==> src/rtl/mod_iface_sink.sv <==
// Receive-side sink for one my_interface: valid-qualified words enter a small
// first-word-fall-through FIFO; words arriving while full are dropped and counted.
module mod_iface_sink #(
    parameter int WIDTH = 8,
    parameter int DEPTH = 4
) (
    input  logic                         i_clk,
    input  logic                         i_rst_n,
    input  logic [WIDTH-1:0]             i_data,
    input  logic                         i_valid,
    output logic                         o_ready,
    output logic [WIDTH-1:0]             o_data,
    output logic                         o_valid,
    input  logic                         i_ready,
    output logic [$clog2(DEPTH+1)-1:0]   o_level,
    output logic                         o_overflow,
    output logic [7:0]                   o_drop_cnt,
    input  logic                         i_ovf_clr
);

    localparam int AW = $clog2(DEPTH);
    localparam int PW = AW + 1;
    localparam int LW = $clog2(DEPTH + 1);

    logic [PW-1:0]    wr_ptr_q, wr_ptr_d;
    logic [PW-1:0]    rd_ptr_q, rd_ptr_d;
    logic             ovf_q, ovf_d;
    logic [7:0]       drop_cnt_q, drop_cnt_d;
    logic [WIDTH-1:0] mem_q [DEPTH];

    logic          empty, full, push, pop, drop;
    logic [PW-1:0] level;

    // Pointers carry an extra wrap bit so full and empty are distinguishable.
    assign empty = (wr_ptr_q == rd_ptr_q);
    assign full  = (wr_ptr_q[AW-1:0] == rd_ptr_q[AW-1:0]) && (wr_ptr_q[AW] != rd_ptr_q[AW]);

    // Fullness comes from registered state only, so a same-cycle pop cannot rescue a word.
    assign push = i_valid && !full;
    assign drop = i_valid && full;
    assign pop  = !empty && i_ready;

    always_comb begin
        wr_ptr_d   = wr_ptr_q + PW'(push);
        rd_ptr_d   = rd_ptr_q + PW'(pop);
        ovf_d      = ovf_q;
        drop_cnt_d = drop_cnt_q;
        if (drop) begin
            ovf_d      = 1'b1;
            drop_cnt_d = i_ovf_clr ? 8'd1 :
                         (drop_cnt_q == 8'hFF) ? 8'hFF : drop_cnt_q + 8'd1;
        end else if (i_ovf_clr) begin
            ovf_d      = 1'b0;
            drop_cnt_d = 8'd0;
        end
    end

    always_ff @(posedge i_clk or negedge i_rst_n) begin
        if (!i_rst_n) begin
            wr_ptr_q   <= '0;
            rd_ptr_q   <= '0;
            ovf_q      <= 1'b0;
            drop_cnt_q <= 8'd0;
        end else begin
            wr_ptr_q   <= wr_ptr_d;
            rd_ptr_q   <= rd_ptr_d;
            ovf_q      <= ovf_d;
            drop_cnt_q <= drop_cnt_d;
        end
    end

    // NOTE: storage is deliberately left out of reset; empty masks stale contents.
    always_ff @(posedge i_clk) begin
        if (push) begin
            mem_q[wr_ptr_q[AW-1:0]] <= i_data;
        end
    end

    assign level      = wr_ptr_q - rd_ptr_q;
    assign o_level    = LW'(level);
    assign o_ready    = !full;
    assign o_valid    = !empty;
    assign o_data     = empty ? '0 : mem_q[rd_ptr_q[AW-1:0]];
    assign o_overflow = ovf_q;
    assign o_drop_cnt = drop_cnt_q;

endmodule

==> config.mk <==
export PLATFORM = sky130hd
export DESIGN_NAME = mod_iface_sink
export DESIGN_NICKNAME = d
export VERILOG_FILES = /design/src/rtl/mod_iface_sink.sv
export SDC_FILE = /design/constraint.sdc
export NUM_CORES = 1
export LEC_CHECK = 0
export ABC_AREA = 1
export BUFFER_PORTS_ARGS = -buffer_cell sky130_fd_sc_hd__buf_2
export CAP_MARGIN = 15
export CORE_ASPECT_RATIO = 1.75
export CORE_MARGIN = 5
export CORE_UTILIZATION = 45
export CTS_BUF_LIST = sky130_fd_sc_hd__clkbuf_8
export CTS_CLUSTER_DIAMETER = 60
export DETAILED_ROUTE_END_ITERATION = 10
export PLACE_DENSITY = 0.66
export RECOVER_POWER = 25
export SLEW_MARGIN = 20
export SYNTH_ARGS = -nofsm -noshare
export SYNTH_HDL_FRONTEND = slang
export SYNTH_SLANG_ARGS = --single-unit
==> constraint.sdc <==
create_clock -name i_clk -period 2.1 [get_ports i_clk]
set_input_delay 0.315 -clock i_clk [delete_from_list [all_inputs] [get_ports i_clk]]
set_output_delay 0.315 -clock i_clk [all_outputs]
set_load 0.03 [all_outputs]
Yosys cells after proc, flatten, opt, wreduce, memory -nomap -nowiden
Memory sizes are Yosys's and may differ from the RTL's. Index checks and enable logic that the tools add are counted.

Div/mod/pow operators: 0. Reductions and logical operators: 7. Equal/unequal tests: 4. Add/sub/neg operators: 4. Multiplexer cells: 9. Bitwise logic cells: 0. Magnitude comparators: 0. Multipliers: 0. Shift operators: 0.

Operators with widths (count): 8-bit two-way mux (5); 8-bit by 1-bit adder with 8-bit output, second input constant (1); 8-bit == test, second input constant (1); 3-bit by 1-bit adder with 3-bit output (2); 1-bit logical AND (4); 1-bit two-way mux (4); 3-bit == test (1); 3-bit subtractor (1); 2-bit == test (1); 1-bit logical NOT (2); 2-bit nonzero test (1); 1-bit inequality test (1).

Bits in latches: 0. Memories: 1. Word-level logic and storage cells: 29. RAM bits: 32. Memory bits (read-only): 0. Output and inout bits: 22. Bits of input ports: 13. Bits in registers: 15.

Memories: mem_q (words 4, bits a word 8, read ports 1, clocked after memory_dff 0, write ports 1, line 29) `logic [WIDTH-1:0] mem_q [DEPTH];`.

Logic depth before layout (Yosys ltp)
Gate-level depths: netlist (run 1).

Word-level depth: 6. Mapped depth: 11. Depth with buffers taken out: 10.

Worst setup path after synthesis (run 1)
No wires, ideal clock.

Path kind: register to register. From: register rd_ptr_q[1]. To: memory mem_q[0][0] (enable). Required time: 1.717 ns. Library setup time: 0.383 ns. Period minus slack after synthesis: 2.376 ns. Path slack: -0.276 ns. Buffers on the path: 1. Data arrival time: 1.992 ns. Stages on the path, launching flop included: 9. Cells stage by stage: dfrtp_1 -> buf_2 -> inv_2 -> ha_1 -> nand2_1 -> inv_1 -> nand2_2 -> nand2_2 -> nor3_1.

Longest elaborated chain between the ends: 6.

Ends and longest elaborated chain: start, declared (line 26) `logic [PW-1:0] rd_ptr_q, rd_ptr_d;`; start signal, assigned (line 66) `rd_ptr_q <= rd_ptr_d;`; 2-bit == test (line 36) `assign full = (wr_ptr_q[AW-1:0] == rd_ptr_q[AW-1:0]) && (wr_ptr_q[AW] != rd_ptr_q[AW]);`; 1-bit logical AND (line 36); 1-bit logical NOT; via o_ready (line 11) `output logic o_ready,`; 1-bit logical AND (line 39) `assign push = i_valid && !full;`; 1-bit two-way mux (line 74) `if (push) begin`; 1-bit two-way mux (not written as such) (line 75) `mem_q[wr_ptr_q[AW-1:0]] <= i_data;`; end, declared (line 29).

The timed path passes the listed nets, and every way through them passes these cells.

Worst setup path after layout (run 1)
From: register wr_ptr_q[0]. To: output port o_data[5].

Longest elaborated chain between the ends: 2.

Ends and longest elaborated chain: start, declared (line 25) `logic [PW-1:0] wr_ptr_q, wr_ptr_d;`; start signal, assigned (line 65) `wr_ptr_q <= wr_ptr_d;`; 3-bit == test (line 35) `assign empty = (wr_ptr_q == rd_ptr_q);`; 8-bit two-way mux (line 83) `assign o_data = empty ? '0 : mem_q[rd_ptr_q[AW-1:0]];`; end, declared (line 12) `output logic [WIDTH-1:0] o_data,`.

No other way between the ends.

==> impl_metrics.yaml, run 1 <==
outcome:
  status: "completed"
placed_design:
  placed_cell_area_um2: 2460
  io_buffers: 34
  globalplace.congestion: 0.819
  pre_cts_ws_ns: 0.166
  dp_hpwl_um: 3170
routing:
  drc: 0
  viasPerCell: 5.09
  drt_iter0_drc: 61
  routed_wl_um: 4390
  post_drt_wl_per_cell_um: 14.1
  vias: 1588
  first_pass_iters: 4
  ant_nets: 0
global_route:
  grt_pass1_wl_um: 7300
  grt_use_total_pct: 14.8
  antenna_found_initial: 0
  grt_max_degree: 19
  grt_pass1_vias: 1561
  grt-ovfl-total: 0
synthesis:
  yosysTopAreaCell: "edfxtp_1"
  synth.area.top_cells: "edfxtp_1 (44%), dfrtp_1 (17%), nor2_1 (6.4%), nand2_1 (6.0%), ha_1 (4.0%)"
  synth-seq-cells: 47
  yosysWarnings: 0
  synthFlopType: "edfxtp_1"
  ys_types: 24
  syn_area_um2: 2180
  synth_edf_count: 32
  synth_commonest_cells: "nor2_1 (37), nand2_1 (35), edfxtp_1 (32), inv_1 (18), dfrtp_1 (15)"
  postSynthCellCount: 211
  avgSynthCellArea_um2: 10.4
  synth_most_common_cell: "nor2_1"
  ys_async_sr_fraction_pct: 31.9
  synth_top_area_share_pct: 44.0
  syn_nets: 232
  ys_seq_area_share_pct: 61.2
final_layout:
  layout-drive-gt1-share_pct: 25.8
  num-fill-cells: 435
  diodes: 0
  design_area_um2: 2600
  area_growth_pct: 18.9
  nets: 280
floorplanning:
  die_y_um: 102
  die_w_um: 62.7
  initial_core_util_pct: 46.4
  fp-row-count: 33
  dieArea_um2: 6400
  core_um2: 4710
  ios: 35
hold_path:
  min_path_type: "in -> reg"
pwr:
  vdd_drop_max_uv: 1320
  power.density_nw_per_um2: 1570
  p_leak_nw: 1.17
setup_path:
  crit_arrival_ns: 1.70
  crit_buf_inv: 3
  startpoint_type: "flop"
  cp.required_ns: 1.78
  end_kind: "output port"
  slowest_stage: "dfrtp_1"
  crit_family: "buffers and inverters"
  crit_top_cell: "buf_4"
  path_cells: "inv_2 > ha_1 > nand2_2 > nor2_4 > buf_4 > a21oi_1 > buf_4"
  worst-setup-path-type: "reg -> out"
  crit_fanout: 6
  critPathMaxStageDelay_ns: 0.39
cts:
  cts_htree_levels: 2
  numCtsBuffers: 5
  clk_pin_slew_worst_paths_ns: 0.09
  tritoncts: "yes"
  clock-root-buffer: "clkbuf_8"
  clock_latency_ns: 0.29
  clockBufferDepth: 2
  clock-sinks: 47
timing:
  period_needed_ns: 2.02
  slew_viol_final: 0
  setup_viol: 0
  min_period_over_period_pct: 96.0
  tightest_slew_ns: 0.367
  hold_viol_final: 0
  setup_slack_ns: 0.0833
  tns_ns: 0
  slew-limit-headroom_pct: 75.5
  clock_skew_ns: 0.00422
  fmax_ghz: 0.496
run:
  cap_violations: 0
-- metal layers --
layer | wire length (um) | part of all wire [%] | vias up | GRT usage (%)
li1 | - | - | 787 | -
met1 | 1770 | 40 | 755 | 16.0
met2 | 2360 | 54 | 39 | 26.8
met3 | 186 | 4.2 | 7 | 3.63
met4 | 71 | 1.6 | 0 | 7.19
met5 | 0 | 0 | - | 0
-- sequential cells by signal (all words and copies together) (netlist names) --
| signal | flops |
|---|---|
| o_drop_cnt | 8 |
| mem_q | 32 |
| rd_ptr_q | 3 |
| o_overflow | 1 |
| wr_ptr_q | 3 |
-- placed cells by master (no fill, tap or decap) --
cell type | netlist | final
nor2_1 | 37 | 37
nand2_1 | 35 | 34
edfxtp_1 | 32 | 32
buf_2 | 2 | 22
inv_1 | 18 | 17
dfrtp_1 | 15 | 15
buf_4 | 2 | 15
o21ai_1 | 13 | 13
a21oi_1 | 8 | 8
nand3_1 | 8 | 8
ha_1 | 7 | 7
clkbuf_1 | 0 | 7
nand2_2 | 5 | 6
o21ai_0 | 6 | 6
xor2_1 | 5 | 5
clkbuf_8 | 0 | 5
inv_2 | 4 | 4
nor3_2 | 0 | 4
nand2_4 | 2 | 2
nor2_4 | 2 | 2
inv_4 | 0 | 1
nand4_1 | 1 | 1
nand3_2 | 1 | 1
nand3_4 | 1 | 1
clkinv_2 | 1 | 1
o21ai_2 | 1 | 1
fa_1 | 1 | 1
clkinv_4 | 0 | 1
clkinv_1 | 0 | 1
clkinvlp_4 | 0 | 1
dlygate4sd3_1 | 0 | 1
-- logic make-up (layout without fill, tap and decap cells) --
kind of cell,Yosys count,after routing,share of synthesized area (%)
AO/OA/AOI/OAI,28,28,6.59
XOR/XNOR,5,5,2.00
adder cells (fa/ha/maj),8,8,4.93
buffers and inverters,27,76,5.15
flip-flops,47,47,61.2
AND/OR/NAND/NOR,96,96,20.2
-- path summary, 6_finish.rpt --
path | startpoint | to | slack [ns] | depth (start not counted)
worst max-delay path | wr_ptr_q[0]$_DFF_PN0_ | o_data[5] | 0.08 | 7
worst min-delay path | i_data[5] | mem_q[2][5]$_DFFE_PP_ | 0.25 | 1
worst max register to register | wr_ptr_q[0]$_DFF_PN0_ | wr_ptr_q[2]$_DFF_PN0_ | 0.29 | 10
worst min register to register | o_overflow$_DFFE_PN0P_ | o_overflow$_DFFE_PN0P_ | 0.51 | 2
max in group asynchronous | i_rst_n | o_drop_cnt[6]$_DFFE_PN0P_ | 1.38 | 2
min in group asynchronous | i_rst_n | o_drop_cnt[4]$_DFFE_PN0P_ | 0.45 | 2
-- area by class of cell --
| type | count | area [um2] | share of cell area [%] |
|---|---|---|---|
| clock inverter | 3 | 20.0 | 0.771 |
| multi-input combinational | 137 | 758 | 29.2 |
| tap | 52 | 65.1 | 2.50 |
| inverter | 23 | 90.1 | 3.47 |
| clock buffer | 5 | 68.8 | 2.65 |
| sequential | 47 | 1340 | 51.4 |
| timing repair buffer | 45 | 259 | 9.97 |
-- stage by stage --
| stage | util (%) | power (W) | hold slack, ns | cells |
|---|---|---|---|---|
| floorplan | - | 0.00283 | 0.0194 | 211 |
| global placement | 52.3 | 0.00340 | 0.248 | 299 |
| detailed placement | 52.3 | 0.00344 | 0.253 | 299 |
| CTS | 54.5 | 0.00401 | 0.223 | 308 |
| global route | 55.2 | 0.00437 | 0.232 | 312 |
| finish | 55.2 | 0.00407 | 0.248 | 312 |
-- power by group --
group	internal, W	switching, W	total (W)	leakage, nW
sequential	0.00122	0.000110	0.00133	0.488
combinational	0.000726	0.00148	0.00221	0.642
clock	0.000232	0.000302	0.000534	0.0418
-- what timing repair did --
action                                  CTS  global route
setup buffers                             0             4
gates resized for setup                   3             8
pin swaps                                 1             1
endpoints found under the hold margin    15             0
endpoints found under the setup margin    9            11
hold buffers                              1             0
No activity file was read; power rests on OpenSTA's default activity.
==> run 2, diff against run 1 <==
MAX_ROUTING_LAYER = met4   (was not set)
==> impl_metrics.yaml, run 2 (synthesis results as in run 1) <==
setup_path:
  cp.required_ns: 1.78
  worst-setup-path-type: "reg -> out"
  crit_fanout: 6
  end_kind: "output port"
  startpoint_type: "flop"
  crit_arrival_ns: 1.70
run:
  cap_violations: 0
routing:
  drt_iter0_drc: 47
  vias: 1580
  post_drt_wl_per_cell_um: 14.1
  routed_wl_um: 4390
  viasPerCell: 5.06
  drc: 0
  ant_nets: 0
  first_pass_iters: 5
cts:
  cts_htree_levels: 2
  clock-sinks: 47
  clock-root-buffer: "clkbuf_8"
  clock_latency_ns: 0.30
  clk_pin_slew_worst_paths_ns: 0.08
  tritoncts: "yes"
  numCtsBuffers: 5
  clockBufferDepth: 2
hold_path:
  min_path_type: "in -> reg"
final_layout:
  layout-drive-gt1-share_pct: 25.8
  final_common_cell: "nor2_1"
  largest_reg_flops: 32
  layout_common_cells: "nor2_1 (37), nand2_1 (34), edfxtp_1 (32)"
  nets: 280
  diodes: 0
  area_growth_pct: 18.9
floorplanning:
  initial_core_util_pct: 46.4
  dieArea_um2: 6400
  die_w_um: 62.7
  ios: 35
  core_um2: 4710
  fp-row-count: 33
  die_y_um: 102
timing:
  setup_slack_ns: 0.0809
  fmax_ghz: 0.495
  tns_ns: 0
  tightest_slew_ns: 0.365
  slew-limit-headroom_pct: 75.6
  hold_viol_final: 0
  min_period_over_period_pct: 96.1
  slew_viol_final: 0
  period_needed_ns: 2.02
  setup_viol: 0
  clock_skew_ns: 0.00415
global_route:
  grt-ovfl-total: 0
  grt_pass1_wl_um: 7300
  grt_pass1_vias: 1562
  antenna_found_initial: 0
  grt_max_degree: 19
  grt_use_total_pct: 15.2
placed_design:
  io_buffers: 34
  pre_cts_ws_ns: 0.166
  dp_hpwl_um: 3170
  globalplace.congestion: 0.831
outcome:
  status: "completed"
pwr:
  power.density_nw_per_um2: 1570
  p_leak_nw: 1.17
  vdd_drop_max_uv: 1320
## run 2: cell counts in the layout (fill, tap and decap cells not counted)
No cell type changed its count.
## run 2: layout make-up
class / instances / area, um2
Fill cell: 435 / 2110
Sequential cell: 47 / 1340
Multi-Input combinational cell: 137 / 758
Timing Repair Buffer: 45 / 259
Inverter: 23 / 90.1
Clock buffer: 5 / 68.8
Tap cell: 52 / 65.1
Clock inverter: 3 / 20.0
## run 2: critical path, stage by stage, from the launching register on
cell and delay (ns):
dfrtp_1 0.39, inv_2 0.07, ha_1 0.31, nand2_2 0.10, nor2_4 0.04, buf_4 0.15, a21oi_1 0.15, buf_4 0.19
## run 2: worst paths after layout
kind / from / end / slack (ns) / cells past startpoint
hold reg to reg: o_overflow$_DFFE_PN0P_ / o_overflow$_DFFE_PN0P_ / 0.51 / 2
max in group asynchronous: i_rst_n / o_drop_cnt[6]$_DFFE_PN0P_ / 1.38 / 2
min in group asynchronous: i_rst_n / o_drop_cnt[7]$_DFFE_PN0P_ / 0.45 / 2
setup reg to reg: wr_ptr_q[0]$_DFF_PN0_ / wr_ptr_q[2]$_DFF_PN0_ / 0.29 / 10
setup / recovery: wr_ptr_q[0]$_DFF_PN0_ / o_data[5] / 0.08 / 7
hold / removal: i_data[5] / mem_q[2][5]$_DFFE_PP_ / 0.25 / 1
## run 2: metal layers
| layer | vias up | wire, um | track usage [%] |
|---|---|---|---|
| met4 | 0 | 98 | 7.19 |
| li1 | 788 | - | - |
| met3 | 9 | 198 | 3.08 |
| met2 | 41 | 2330 | 26.8 |
| met5 | - | 0 | - |
| met1 | 742 | 1760 | 16.1 |
## run 2: timing repair
action                                 in CTS  in global routing
buffers inserted                            0                  4
hold buffers                                1                  0
setup endpoints to repair                   9                 11
gates resized for setup                     3                  8
endpoints found under the hold margin      15                  0
pin swaps                                   1                  1
## run 2: stage by stage
step	util (%)	instance area (um2)	hold slack, ns	power [W]	std cells
global route	55.2	2600	0.235	0.00437	312
finish	55.2	2600	0.246	0.00407	312
floorplan	-	2200	0.0194	0.00283	211
CTS	54.5	2560	0.223	0.00401	308
global placement	52.3	2460	0.248	0.00340	299
detailed placement	52.3	2460	0.253	0.00344	299
## run 2: power by group
group	internal (W)	total [W]	leakage [nW]	switching, W
sequential	0.00122	0.00133	0.488	0.000110
clock	0.000232	0.000534	0.0418	0.000301
combinational	0.000727	0.00220	0.642	0.00148
total	0.00218	0.00407	1.17	0.00189
==> run 3, diff against run 2 <==
PLACE_DENSITY = 0.64   (was 0.66)
clock period = 2.2 ns   (was 2.1 ns; I/O delays follow)
==> impl_metrics.yaml, run 3 (synthesis results as in run 1) <==
placed_design:
  dp_hpwl_um: 3280
  io_buffers: 34
  globalplace.congestion: 0.796
  placed_cells: 299
final_layout:
  area_growth_pct: 17.1
  final_common_cell: "nor2_1"
  layout_common_cells: "nor2_1 (37), nand2_1 (35), edfxtp_1 (32)"
  fin_cells: 311
  layout-drive-gt1-share_pct: 22.4
  num-fill-cells: 445
  largest_reg_flops: 32
  diodes: 0
  nets: 279
pwr:
  combPwrFrac_pct: 54.0
  power.density_nw_per_um2: 1480
  sw_frac_of_total_pct: 46.5
  p_seq_share_pct: 33.4
  p_leak_nw: 1.17
  p_switching_w: 0.00176
  p_int_w: 0.00203
  pwr-share-clk_pct: 12.6
  vdd_drop_max_uv: 1120
routing:
  ant_nets: 0
  vias: 1551
  drc: 0
  first_pass_iters: 4
  post_drt_wl_per_cell_um: 14.3
  viasPerCell: 4.99
  routed_wl_um: 4460
  drt_iter0_drc: 58
hold_path:
  hold_path_end: "mem_q[2][4]$_DFFE_PP_"
  hp-start: "i_data[4]"
  min_path_type: "in -> reg"
  hold_depth: 1
setup_path:
  rrSetupSlack_ns: 0.33
  cp.required_ns: 1.87
  end_kind: "output port"
  crit_start: "wr_ptr_q[0]$_DFF_PN0_"
  startpoint_type: "flop"
  crit_arrival_ns: 1.78
  path_cells: "inv_1 > ha_1 > nand2_1 > nor2_4 > buf_12 > a21oi_1 > buf_2"
  r2r-start: "wr_ptr_q[0]$_DFF_PN0_"
  slowest_stage: "dfrtp_1"
  worst-setup-path-type: "reg -> out"
  timing.rr.end: "mem_q[1][6]$_DFFE_PP_"
  ff2ff_path_depth: 8
  critPathMaxStageDelay_ns: 0.39
  crit_fanout: 10
timing:
  clock_skew_ns: 0.00473
  hold_viol_final: 0
  slew-limit-headroom_pct: 75.8
  period_needed_ns: 2.11
  min_period_over_period_pct: 96.1
  slew_viol_final: 0
  hold_ws_ns: 0.295
  setup_viol: 0
  tightest_slew_ns: 0.364
  fmax_ghz: 0.473
cts:
  cts_htree_levels: 2
  clock-root-buffer: "clkbuf_8"
  numCtsBuffers: 5
  clock-sinks: 47
  clk_pin_slew_worst_paths_ns: 0.08
  clockBufferDepth: 2
  clock_latency_ns: 0.29
  tritoncts: "yes"
floorplanning:
  die_y_um: 102
  ios: 35
  initial_core_util_pct: 46.4
  dieArea_um2: 6400
  die_w_um: 62.7
  fp-row-count: 33
  core_um2: 4710
global_route:
  grt_use_total_pct: 15.5
  grt_pass1_vias: 1680
  grt_pass1_wl_um: 7540
  grt-ovfl-total: 0
  antenna_found_initial: 0
  grt_max_degree: 19
outcome:
  status: "completed"
run:
  cap_violations: 0
## run 3: worst max path at each step
stage / to / depth (start not counted)
after floorplan: mem_q[0][0]$_DFFE_PP_ / 8
after global placement: rd_ptr_q[2]$_DFF_PN0_ / 8
after detailed placement: rd_ptr_q[2]$_DFF_PN0_ / 8
after CTS: o_data[3] / 6
after global routing: o_data[1] / 7
final: o_data[1] / 7
## run 3: area by class of cell
type / count / area (um2) / share of cell area [%]
clock buffers: 5 / 68.8 / 2.69
clock inverters: 3 / 12.5 / 0.489
inverters: 23 / 87.6 / 3.42
multi-input cells: 137 / 736 / 28.8
flip-flops and latches: 47 / 1340 / 52.2
well taps: 52 / 65.1 / 2.54
repair buffers: 44 / 253 / 9.88
## run 3: power groups by stage
stage / sequential [W] / combinational, W / clock [W]
after floorplan: 0.00130 / 0.00138 / 0
after global placement: 0.00128 / 0.00195 / 0
after detailed placement: 0.00129 / 0.00198 / 0
after CTS: 0.00127 / 0.00198 / 0.000493
after global routing: 0.00129 / 0.00224 / 0.000536
final: 0.00127 / 0.00205 / 0.000477
## run 3: metal layers
layer	global-route usage [%]	vias up	part of all wire, %
met2	28.9	33	56
met3	2.53	6	3.9
met5	-	-	0
li1	-	785	-
met4	5.39	0	1.4
met1	16.3	727	39
## run 3: timing repair
item,in CTS,in global routing
setup buffers,0,3
hold buffers,1,0
hold endpoints to repair,15,0
setup endpoints to repair,0,7
resized for setup,0,1
## run 3: through the flow
| stage | TNS [ns] | total power, W | worst slack [ns] | utilization (%) | cell area (um2) |
|---|---|---|---|---|---|
| after floorplan | -5.62 | 0.00268 | -0.176 | - | 2180 |
| after global placement | 0 | 0.00323 | 0.376 | 51.8 | 2440 |
| after detailed placement | 0 | 0.00327 | 0.305 | 51.8 | 2440 |
| after CTS | 0 | 0.00375 | 0.0926 | 53.8 | 2530 |
| after global routing | -0.00268 | 0.00406 | -0.00268 | 54.4 | 2560 |
| final | 0 | 0.00379 | 0.0854 | 54.4 | 2560 |
## run 3: critical path: cells and delay by family, from the launching register on
kind | cells | cell delay [ns]
buffers and inverters | 3 | 0.45
DFF | 1 | 0.39
adders and majority gates | 1 | 0.32
and+or+nand+nor | 2 | 0.19
AOI/OAI and AO/OA | 1 | 0.15
